File: config.mk
export PLATFORM = sky130hd
export DESIGN_NAME = blackjack_table
export DESIGN_NICKNAME = d
export VERILOG_FILES = /design/src/rtl/blackjack_pkg.sv /design/src/rtl/blackjack_hand.sv /design/src/rtl/blackjack_table.sv
export SDC_FILE = /design/constraint.sdc
export NUM_CORES = 1
export LEC_CHECK = 0
export ABC_AREA = 0
export CAP_MARGIN = 20
export CORE_MARGIN = 2
export CORE_UTILIZATION = 45
export DETAILED_ROUTE_END_ITERATION = 7
export GPL_TIMING_DRIVEN = 0
export HOLD_SLACK_MARGIN = 0.03
export PLACE_DENSITY = 0.62
export SYNTH_ARGS = -nofsm -noshare
export SYNTH_HDL_FRONTEND = slang
export SYNTH_SLANG_ARGS = --single-unit
File: constraint.sdc
create_clock -name CLK -period 4.1 [get_ports CLK]
set_clock_uncertainty 0.1 [all_clocks]
set_input_delay 0.82 -clock CLK [delete_from_list [all_inputs] [get_ports CLK]]
set_output_delay 0.82 -clock CLK [all_outputs]
set_load 0.1 [all_outputs]
File: src/rtl/blackjack_pkg.sv
// Shared types and card decoding for the blackjack round controller.
package blackjack_pkg;

  typedef enum logic [2:0] {
    ST_IDLE,
    ST_PLAYER,
    ST_DEALER,
    ST_RESULT,
    ST_DONE
  } state_t;

  localparam logic [3:0] CARD_ACE   = 4'd1;
  localparam logic [3:0] FACE_VALUE = 4'd10;

  // Returns the hard value of a card code; 0 marks a code that is not a card.
  function automatic logic [3:0] card_value(input logic [3:0] card);
    if (card == 4'd0) return 4'd0;
    if (card <= FACE_VALUE) return card;
    if (card <= 4'd13) return FACE_VALUE;
    return 4'd0;
  endfunction

endpackage

File: src/rtl/blackjack_hand.sv
// One blackjack hand: saturating hard total, ace flag and card count,
// with soft-ace best total, bust and natural derived from them.
module blackjack_hand
  import blackjack_pkg::*;
#(
  parameter int SCORE_W = 5,
  parameter int TARGET  = 21
) (
  input  logic               CLK,
  input  logic               RST,
  input  logic               clear,
  input  logic               add,
  input  logic [3:0]         card,
  output logic [SCORE_W-1:0] hard,
  output logic [SCORE_W-1:0] best,
  output logic               bust,
  output logic               natural
);

  logic [SCORE_W-1:0] hard_reg;
  logic               has_ace_reg;
  logic [1:0]         count_reg;
  logic [3:0]         card_val;
  logic [SCORE_W:0]   hard_sum;
  logic [SCORE_W:0]   soft_sum;

  assign card_val = card_value(card);
  assign hard_sum = {1'b0, hard_reg} + (SCORE_W+1)'(card_val);
  assign soft_sum = {1'b0, hard_reg} + (SCORE_W+1)'(FACE_VALUE);

  always_ff @(posedge CLK) begin
    if (RST || clear) begin
      hard_reg    <= '0;
      has_ace_reg <= 1'b0;
      count_reg   <= 2'd0;
    end else if (add && card_val != 4'd0) begin
      hard_reg <= hard_sum[SCORE_W] ? '1 : hard_sum[SCORE_W-1:0];
      if (card == CARD_ACE) has_ace_reg <= 1'b1;
      if (count_reg != 2'd3) count_reg <= count_reg + 2'd1;
    end
  end

  // One ace may count as 11 only while that keeps the hand at or under TARGET.
  assign hard    = hard_reg;
  assign best    = (has_ace_reg && soft_sum <= (SCORE_W+1)'(TARGET)) ? soft_sum[SCORE_W-1:0] : hard_reg;
  assign bust    = hard_reg > SCORE_W'(TARGET);
  assign natural = (count_reg == 2'd2) && (best == SCORE_W'(TARGET));

endmodule

File: src/rtl/blackjack_table.sv
// Multi-player blackjack round controller: player turns, automatic dealer,
// and per-player WIN/TIE/LOSE outcomes held until the next round starts.
module blackjack_table
  import blackjack_pkg::*;
#(
  parameter int NUM_PLAYERS  = 2,
  parameter int SCORE_W      = 5,
  parameter int TARGET       = 21,
  parameter int DEALER_STAND = 17,
  localparam int PIDX_W      = (NUM_PLAYERS > 1) ? $clog2(NUM_PLAYERS) : 1
) (
  input  logic                   CLK,
  input  logic                   RST,
  input  logic                   START_I,
  input  logic                   HIT_I,
  input  logic                   STAY_I,
  input  logic                   CARD_VALID_I,
  input  logic [3:0]             CARD_I,
  output logic [PIDX_W-1:0]      ACTIVE_PLAYER_O,
  output logic                   DEALER_REQ_O,
  output logic                   DONE_O,
  output logic [NUM_PLAYERS-1:0] WIN_O,
  output logic [NUM_PLAYERS-1:0] TIE_O,
  output logic [NUM_PLAYERS-1:0] LOSE_O
);

  localparam int DLR = NUM_PLAYERS;

  state_t                 state_reg;
  logic [PIDX_W-1:0]      p_reg;
  logic                   dealer_req_reg;
  logic                   done_reg;
  logic [NUM_PLAYERS-1:0] win_reg, tie_reg, lose_reg;
  logic [NUM_PLAYERS-1:0] win_next, tie_next, lose_next;

  logic [SCORE_W-1:0] hand_hard [NUM_PLAYERS+1];
  logic [SCORE_W-1:0] hand_best [NUM_PLAYERS+1];
  logic               hand_bust [NUM_PLAYERS+1];
  logic               hand_nat  [NUM_PLAYERS+1];
  logic [NUM_PLAYERS:0] hand_add;

  logic start_accept;
  logic turn_end;
  logic dealer_stands;

  assign start_accept  = START_I && (state_reg == ST_IDLE || state_reg == ST_DONE);
  assign turn_end      = STAY_I || (hand_hard[p_reg] > SCORE_W'(TARGET));
  assign dealer_stands = hand_best[DLR] >= SCORE_W'(DEALER_STAND);
  assign hand_add[DLR] = (state_reg == ST_DEALER) && dealer_req_reg && CARD_VALID_I;

  genvar gi;
  generate
    for (gi = 0; gi <= NUM_PLAYERS; gi++) begin : g_hand
      blackjack_hand #(
        .SCORE_W (SCORE_W),
        .TARGET  (TARGET)
      ) u_hand (
        .CLK     (CLK),
        .RST     (RST),
        .clear   (start_accept),
        .add     (hand_add[gi]),
        .card    (CARD_I),
        .hard    (hand_hard[gi]),
        .best    (hand_best[gi]),
        .bust    (hand_bust[gi]),
        .natural (hand_nat[gi])
      );
    end

    for (gi = 0; gi < NUM_PLAYERS; gi++) begin : g_player
      logic [2:0] res;  // {win, tie, lose}

      assign hand_add[gi] = (state_reg == ST_PLAYER) && HIT_I && (p_reg == PIDX_W'(gi));

      always_comb begin
        res = 3'b000;
        if (hand_bust[gi])                       res = 3'b001;
        else if (hand_bust[DLR])                 res = 3'b100;
        else if (hand_nat[gi] != hand_nat[DLR])  res = hand_nat[gi] ? 3'b100 : 3'b001;
        else if (hand_best[gi] > hand_best[DLR]) res = 3'b100;
        else if (hand_best[gi] == hand_best[DLR]) res = 3'b010;
        else                                     res = 3'b001;
      end

      assign win_next[gi]  = res[2];
      assign tie_next[gi]  = res[1];
      assign lose_next[gi] = res[0];
    end
  endgenerate

  always_ff @(posedge CLK) begin
    if (RST) begin
      state_reg      <= ST_IDLE;
      p_reg          <= '0;
      dealer_req_reg <= 1'b0;
      done_reg       <= 1'b0;
      win_reg        <= '0;
      tie_reg        <= '0;
      lose_reg       <= '0;
    end else begin
      case (state_reg)
        ST_IDLE, ST_DONE: begin
          if (START_I) begin
            state_reg <= ST_PLAYER;
            p_reg     <= '0;
            done_reg  <= 1'b0;
            win_reg   <= '0;
            tie_reg   <= '0;
            lose_reg  <= '0;
          end
        end
        ST_PLAYER: begin
          if (turn_end) begin
            if (p_reg == PIDX_W'(NUM_PLAYERS-1)) begin
              state_reg      <= ST_DEALER;
              dealer_req_reg <= !dealer_stands;
            end else begin
              p_reg <= p_reg + 1'b1;
            end
          end
        end
        // The request follows the hand a cycle late, but the exit looks at the hand directly.
        ST_DEALER: begin
          dealer_req_reg <= !dealer_stands;
          if (dealer_stands) state_reg <= ST_RESULT;
        end
        ST_RESULT: begin
          win_reg   <= win_next;
          tie_reg   <= tie_next;
          lose_reg  <= lose_next;
          done_reg  <= 1'b1;
          state_reg <= ST_DONE;
        end
        default: state_reg <= ST_IDLE;
      endcase
    end
  end

  assign ACTIVE_PLAYER_O = p_reg;
  assign DEALER_REQ_O    = dealer_req_reg;
  assign DONE_O          = done_reg;
  assign WIN_O           = win_reg;
  assign TIE_O           = tie_reg;
  assign LOSE_O          = lose_reg;

endmodule
==> flow_summary_export.csv, run 1 <==
group,metric,value,unit
die,die_h,89.78,microns
pwr,pwr_density_cell,204.5,mW/mm^2
die,fp.dieW,89.78,microns
sta,finalCriticalPeriod,3.888,ns
worst_setup_path,critPathKind,"flop to flop",
sta,setup_viol,0,
finish,layout_common_cells,"a21oi_1 (35), dfxtp_1 (33), ha_1 (32), inv_1 (24)",
yosys,synth_enable_flop_cells,0,
clock_tree,clk_pin_slew,0.08,ns
placed_design,place.gp.congestion,0.8330,
clock_tree,hold_buffers,0,
clock_tree,h-tree-depth,2,
pwr,p_leak,1.407,nW
clock_tree,clock_sinks,36,
drt,vias_per_cell,5.895,
clock_tree,clk_latency,0.29,ns
die,core,0.007176,sq mm
clock_tree,numCtsBuffers,5,
global_route,grt_pass1_wl,14150,microns
die,initial_core_util,0.4614,
clock_tree,cts_tree,"done",
pwr,swShare,0.2815,
finish,fin_cells,515,
yosys,netlist_area,0.003311,sq mm
drt,wirelength,8268,microns
finish,register_area,724.4,sq um
global_route,grt_pass1_vias,2876,
placed_design,placed_cells,508,
drt,avgRoutedWirePerCell,16.05,microns
sta,slew_headroom,0.3396,
outcome,run_status,"finished, final reports clean",
drt,drtPass1Iterations,4,
yosys,ys_seq_area_frac,0.2177,
worst_setup_path,start_kind,"flop",
yosys,syn_nets,436,
die,dieArea,0.008060,sq mm
finish,final_common_cell,"a21oi_1",
pwr,p_clk_frac,0.367,
worst_setup_path,crit_required,4.20,ns
yosys,synth-async-reset-ratio,0,
sta,fin_hold_ws,0.3738,ns
sta,clock.fmax,257.2,MHz
yosys,synth.avg_cell_area,8.489,sq um
global_route,grt_overflow_total,0,
sta,tightest_slew,0.9768,ns
sta,rsz0062_at_grt,"false",
drt,vias,3036,
die,io_pins,19,
worst_setup_path,cp_data_arrival_time,3.99,ns
pwr,switchingPower,0.2161,mW
yosys,ys_ff_latch,36,
drt,drc,0,
sta,hold_violations,0,
finish,area_growth,13.38,%
pwr,max-vdd-ir-drop,0.0001680,V
finish,num-fill-cells,707,
worst_setup_path,endpoint_kind,"flop",
finish,antennaDiodeCount,0,
yosys,synthCells,390,
sta,slew_viol_final,0,
finish,multi_input_area,0.002435,sq mm
die,rows,31,
finish,largest_reg_flops,15,
global_route,grt_max_degree,11,
worst_setup_path,path_max_fanout,10,
global_route,antenna_found_initial,0,
clock_tree,cts_setup_buffers,0,
hold_path,min_path_type,"flop to flop",
flow_run,maxCapViolations,0,
pwr,seqPwrFrac,0.472,
placed_design,port_buffers,18,
yosys,yosysWarnings,0,
yosys,ys_types,78,
pwr,pwr-share-comb,0.161,
finish,finalNetCount,462,
sta,fin_crit_sh,0.9484,
clock_tree,cts_root_buf,"clkbuf_8",
drt,drtIter0Drc,187,
worst_setup_path,regToRegSetupSlack,0.21,ns
finish,drive_gt1_frac,0.1322,
yosys,synth_ff_type,"dfxtp_1",
drt,antenna_left,0,
placed_design,dp_hpwl,6642,microns
global_route,grtUsageTotal,0.2123,
clock_tree,clock_path_buffers,2,
pwr,p_int,0.5515,mW
[what timing repair did]
item | 4_1_cts | 5_1_grt
setup endpoints to repair | 1 | 1
gates cloned | 0 | 0
resized for setup | 4 | 6
hold endpoints to repair | 0 | 0
[kinds of logic after synthesis]
group	Yosys count	synth area share
xor gates and xnor gates	19	0.05026
AOI/OAI and AO/OA	148	0.3326
muxes	4	0.01587
buffers and inverters	42	0.05707
adders and majority gates	38	0.1497
DFF	36	0.2177
and+or+nand+nor	103	0.1769
[power by group through the flow]
stage | Clock (mW) | Combinational (mW) | Sequential, mW
after floorplan | 0 | 0.0770 | 0.376
after global placement | 0 | 0.119 | 0.370
after detailed placement | 0 | 0.122 | 0.371
after CTS | 0.287 | 0.123 | 0.362
after global routing | 0.303 | 0.137 | 0.363
final | 0.282 | 0.123 | 0.363
[synthesized netlist by cell type, types with 3 or more instances]
cell	count	area, sq um
a211o_1	3	26.28
a211oi_1	10	75.07
a21o_1	7	52.55
a21oi_1	35	175.2
a311oi_1	3	26.28
a31oi_1	7	43.79
and2_1	4	25.02
buf_2	4	20.02
buf_6	3	33.78
clkbuf_1	9	33.78
dfxtp_1	36	720.7
fa_1	3	60.06
ha_1	33	412.9
inv_1	24	90.09
mux2i_1	3	30.03
nand2_1	22	82.58
nand3_1	4	20.02
nor2_1	23	86.33
nor2b_1	14	87.58
nor3_1	6	30.03
nor4b_1	3	26.28
o2111ai_1	6	52.55
o211ai_1	3	22.52
o21a_1	7	52.55
o21ai_0	24	120.1
o21bai_1	4	30.03
o221a_2	10	112.6
xnor2_1	14	122.6
xor2_1	5	43.79
[critical path, cell delays in order, from the launching register on]
cell and delay, ns:
dfxtp_2 0.42, buf_2 0.24, inv_1 0.10, ha_1 0.45, o21bai_4 0.11, a311o_1 0.44
a211oi_2 0.41, xnor2_1 0.12, ha_1 0.35, o21ai_2 0.09, a21oi_1 0.09, mux2i_1 0.15
nand4_1 0.14, maj3_2 0.35, a221oi_2 0.23
[layer usage]
| layer | global-route usage | vias up | part of all wire | wire, microns |
|---|---|---|---|---|
| met2 | 0.3510 | 45 | 0.47 | 3879 |
| met4 | 0.06795 | 0 | 0.022 | 182 |
| met5 | 0 | - | 0 | 0 |
| li1 | - | 1537 | - | - |
| met3 | 0.03101 | 18 | 0.026 | 212 |
| met1 | 0.2864 | 1436 | 0.48 | 3992 |
[cell type report]
type                            instances  area share
Sequential cell                        36      0.1930
Clock buffer                            7     0.02567
Tap cell                               99     0.03300
Buffer                                 17     0.02533
Timing Repair Buffer                   19     0.04933
Multi-Input combinational cell        312      0.6487
Inverter                               25     0.02500
[through the flow]
step	cell area (sq um)	worst slack, ns	setup TNS [ns]	util	total power, mW
after global routing	3754	0.02628	0	0.5231	0.8031
after floorplan	3311	0.3054	0	-	0.4530
after CTS	3725	0.04770	0	0.5191	0.7722
final	3754	0.2117	0	0.5231	0.7676
after global placement	3615	-0.05672	-0.05672	0.5037	0.4890
after detailed placement	3620	-0.1275	-0.1275	0.5044	0.4926
[final timing paths]
path                                  from         to  depth (start not counted)
setup reg to reg  g_hand[0].u_hand.hard[1]  LOSE_O[0]                         14
hold reg to reg                     DONE_O     DONE_O                          2
hold / removal                      DONE_O     DONE_O                          2
setup / recovery  g_hand[0].u_hand.hard[1]  LOSE_O[0]                         14
Note: power is estimated with default switching activity, not from simulation.
==> inputs of run 2 (changes only) <==
Settings changed: CORE_UTILIZATION 45 to 55, DONT_BUFFER_PORTS set to 1, PLACE_DENSITY 0.62 to 0.69.
==> run 2 against run 1 <==
Against the previous run:
- hold slack better by 0.049 ns
- combinational power down 12%
- non-clock buffer count down 17
- flip-flop and latch count unchanged
==> flow_summary_export.csv, run 2 (synthesized netlist as in run 1, its figures left out) <==
group,metric,value,unit
outcome,run_status,"finished, final reports clean",
clock_tree,cts_root_buf,"clkbuf_8",
hold_path,hold_path_depth,2,
placed_design,place.gp.congestion,0.8665,
clock_tree,cts_setup_buffers,0,
clock_tree,hold_buffers,0,
hold_path,min_path_type,"flop to flop",
drt,drc,0,
drt,routed.top_layer,"met4",
global_route,grt_overflow_total,0,
finish,drive_gt1_frac,0.1375,
placed_design,dp_hpwl,6333,microns
worst_setup_path,start_kind,"flop",
drt,dr_wl_met2,3817,microns
sta,setup_viol,0,
worst_setup_path,r2r_cells,16,
die,fp.dieW,81.59,microns
finish,layout_common_cells,"a21oi_1 (35), dfxtp_1 (33), ha_1 (32), inv_1 (24)",
clock_tree,clock_sinks,36,
die,initial_core_util,0.5625,
sta,hold_violations,0,
sta,setup_ws,0.2099,ns
sta,rsz0062_at_grt,"false",
drt,wl_met1,3679,microns
finish,final_util,0.6078,
die,die_h,81.59,microns
sta,slew_headroom,0.3262,
hold_path,hold_path_end,"g_hand[2].u_hand.count_reg[1]",
drt,avgRoutedWirePerCell,16.86,microns
die,io_pins,19,
global_route,grt_max_degree,11,
global_route,grt_pass1_vias,2799,
sta,tightest_slew,1.009,ns
drt,vias_per_cell,6.314,
sta,tns,0,ns
finish,final_common_cell,"a21oi_1",
hold_path,min_from,"g_hand[2].u_hand.count_reg[1]",
pwr,pwr_density_cell,206.4,mW/mm^2
sta,fin_crit_sh,0.9488,
clock_tree,clk_pin_slew,0.07,ns
worst_setup_path,path_max_fanout,10,
pwr,p_leak,1.348,nW
sta,finalCriticalPeriod,3.890,ns
pwr,max-vdd-ir-drop,0.0001759,V
drt,antenna_left,0,
worst_setup_path,reg2reg_from,"g_hand[2].u_hand.hard[1]",
global_route,grtUsageTotal,0.2574,
drt,drtIter0Drc,89,
sta,fin_hold_ws,0.4231,ns
worst_setup_path,cp_data_arrival_time,3.99,ns
die,rows,28,
clock_tree,clock_path_buffers,2,
finish,final_area,0.003577,sq mm
worst_setup_path,worstReg2RegEnd,"LOSE_O[0]",
placed_design,placed_cells,466,
drt,vias,2999,
sta,clock.fmax,257.1,MHz
global_route,antenna_found_initial,0,
die,core,0.005886,sq mm
die,dieArea,0.006656,sq mm
global_route,grt_pass1_wl,13370,microns
finish,fin_cells,475,
worst_setup_path,critPathKind,"flop to flop",
pwr,power.total,0.7382,mW
finish,antennaDiodeCount,0,
worst_setup_path,regToRegSetupSlack,0.21,ns
drt,wirelength,8007,microns
placed_design,place_area,0.003432,sq mm
flow_run,maxCapViolations,0,
finish,num-fill-cells,542,
clock_tree,h-tree-depth,2,
finish,finalNetCount,445,
clock_tree,numCtsBuffers,5,
clock_tree,cts_tree,"done",
drt,wl_met3,361,microns
sta,slew_viol_final,0,
worst_setup_path,crit_required,4.20,ns
finish,area_growth,8.050,%
placed_design,port_buffers,0,
drt,drtPass1Iterations,4,
placed_design,place_ws,-0.1558,ns
worst_setup_path,endpoint_kind,"flop",
finish,largest_reg_flops,15,
clock_tree,clk_latency,0.29,ns
## run 2: report_power, final
group | leakage (nW) | switching (mW) | internal [mW]
Clock | 0.0455 | 0.127 | 0.137
Sequential | 0.293 | 0.0124 | 0.354
Combinational | 1.01 | 0.0667 | 0.0409
Total | 1.35 | 0.206 | 0.532
## run 2: what timing repair did
item                                    in CTS  in global routing
hold endpoints to repair                     0                  0
pin swaps                                    0                  1
endpoints found under the setup margin       1                  2
gates resized for setup                      4                  8
## run 2: how the worst max path moves through the flow
stage	endpoint	slack, ns	startpoint	depth (start not counted)
final	LOSE_O[0]	0.21	g_hand[2].u_hand.hard[1]	16
after global routing	LOSE_O[0]	0.02	g_hand[2].u_hand.hard[1]	16
after CTS	LOSE_O[0]	0.06	g_hand[2].u_hand.hard[1]	16
after detailed placement	LOSE_O[0]	-0.16	g_hand[0].u_hand.hard[1]	14
after global placement	LOSE_O[0]	-0.04	g_hand[2].u_hand.hard[1]	16
after floorplan	LOSE_O[0]	0.31	g_hand[2].u_hand.hard[1]	16
## run 2: final cells by class
type	instances	area, sq um	area share
buffer	17	95.09	0.02658
inverter	25	93.84	0.02623
sequential	36	726.9	0.2032
clock buffer	8	90.09	0.02518
timing repair buffer	2	35.03	0.009794
multi-input combinational	312	2442	0.6828
tap	75	93.84	0.02623
## run 2: worst max-delay path: stages, from the launching register on
cell and delay (ns):
dfxtp_4 0.37, buf_6 0.13, inv_1 0.09, ha_4 0.32, a211oi_1 0.11, a211o_1 0.35
or4_4 0.49, o21a_2 0.17, inv_1 0.10, ha_1 0.25, and3_1 0.18, o21ai_2 0.15
a21oi_1 0.08, mux2i_1 0.15, nand4_1 0.15, maj3_2 0.35, a221oi_2 0.24
## run 2: per-layer routing
metal | vias up | GRT usage
met5 | - | 0
met3 | 15 | 0.04615
met2 | 50 | 0.4361
met1 | 1434 | 0.3336
met4 | 0 | 0.07833
li1 | 1500 | -
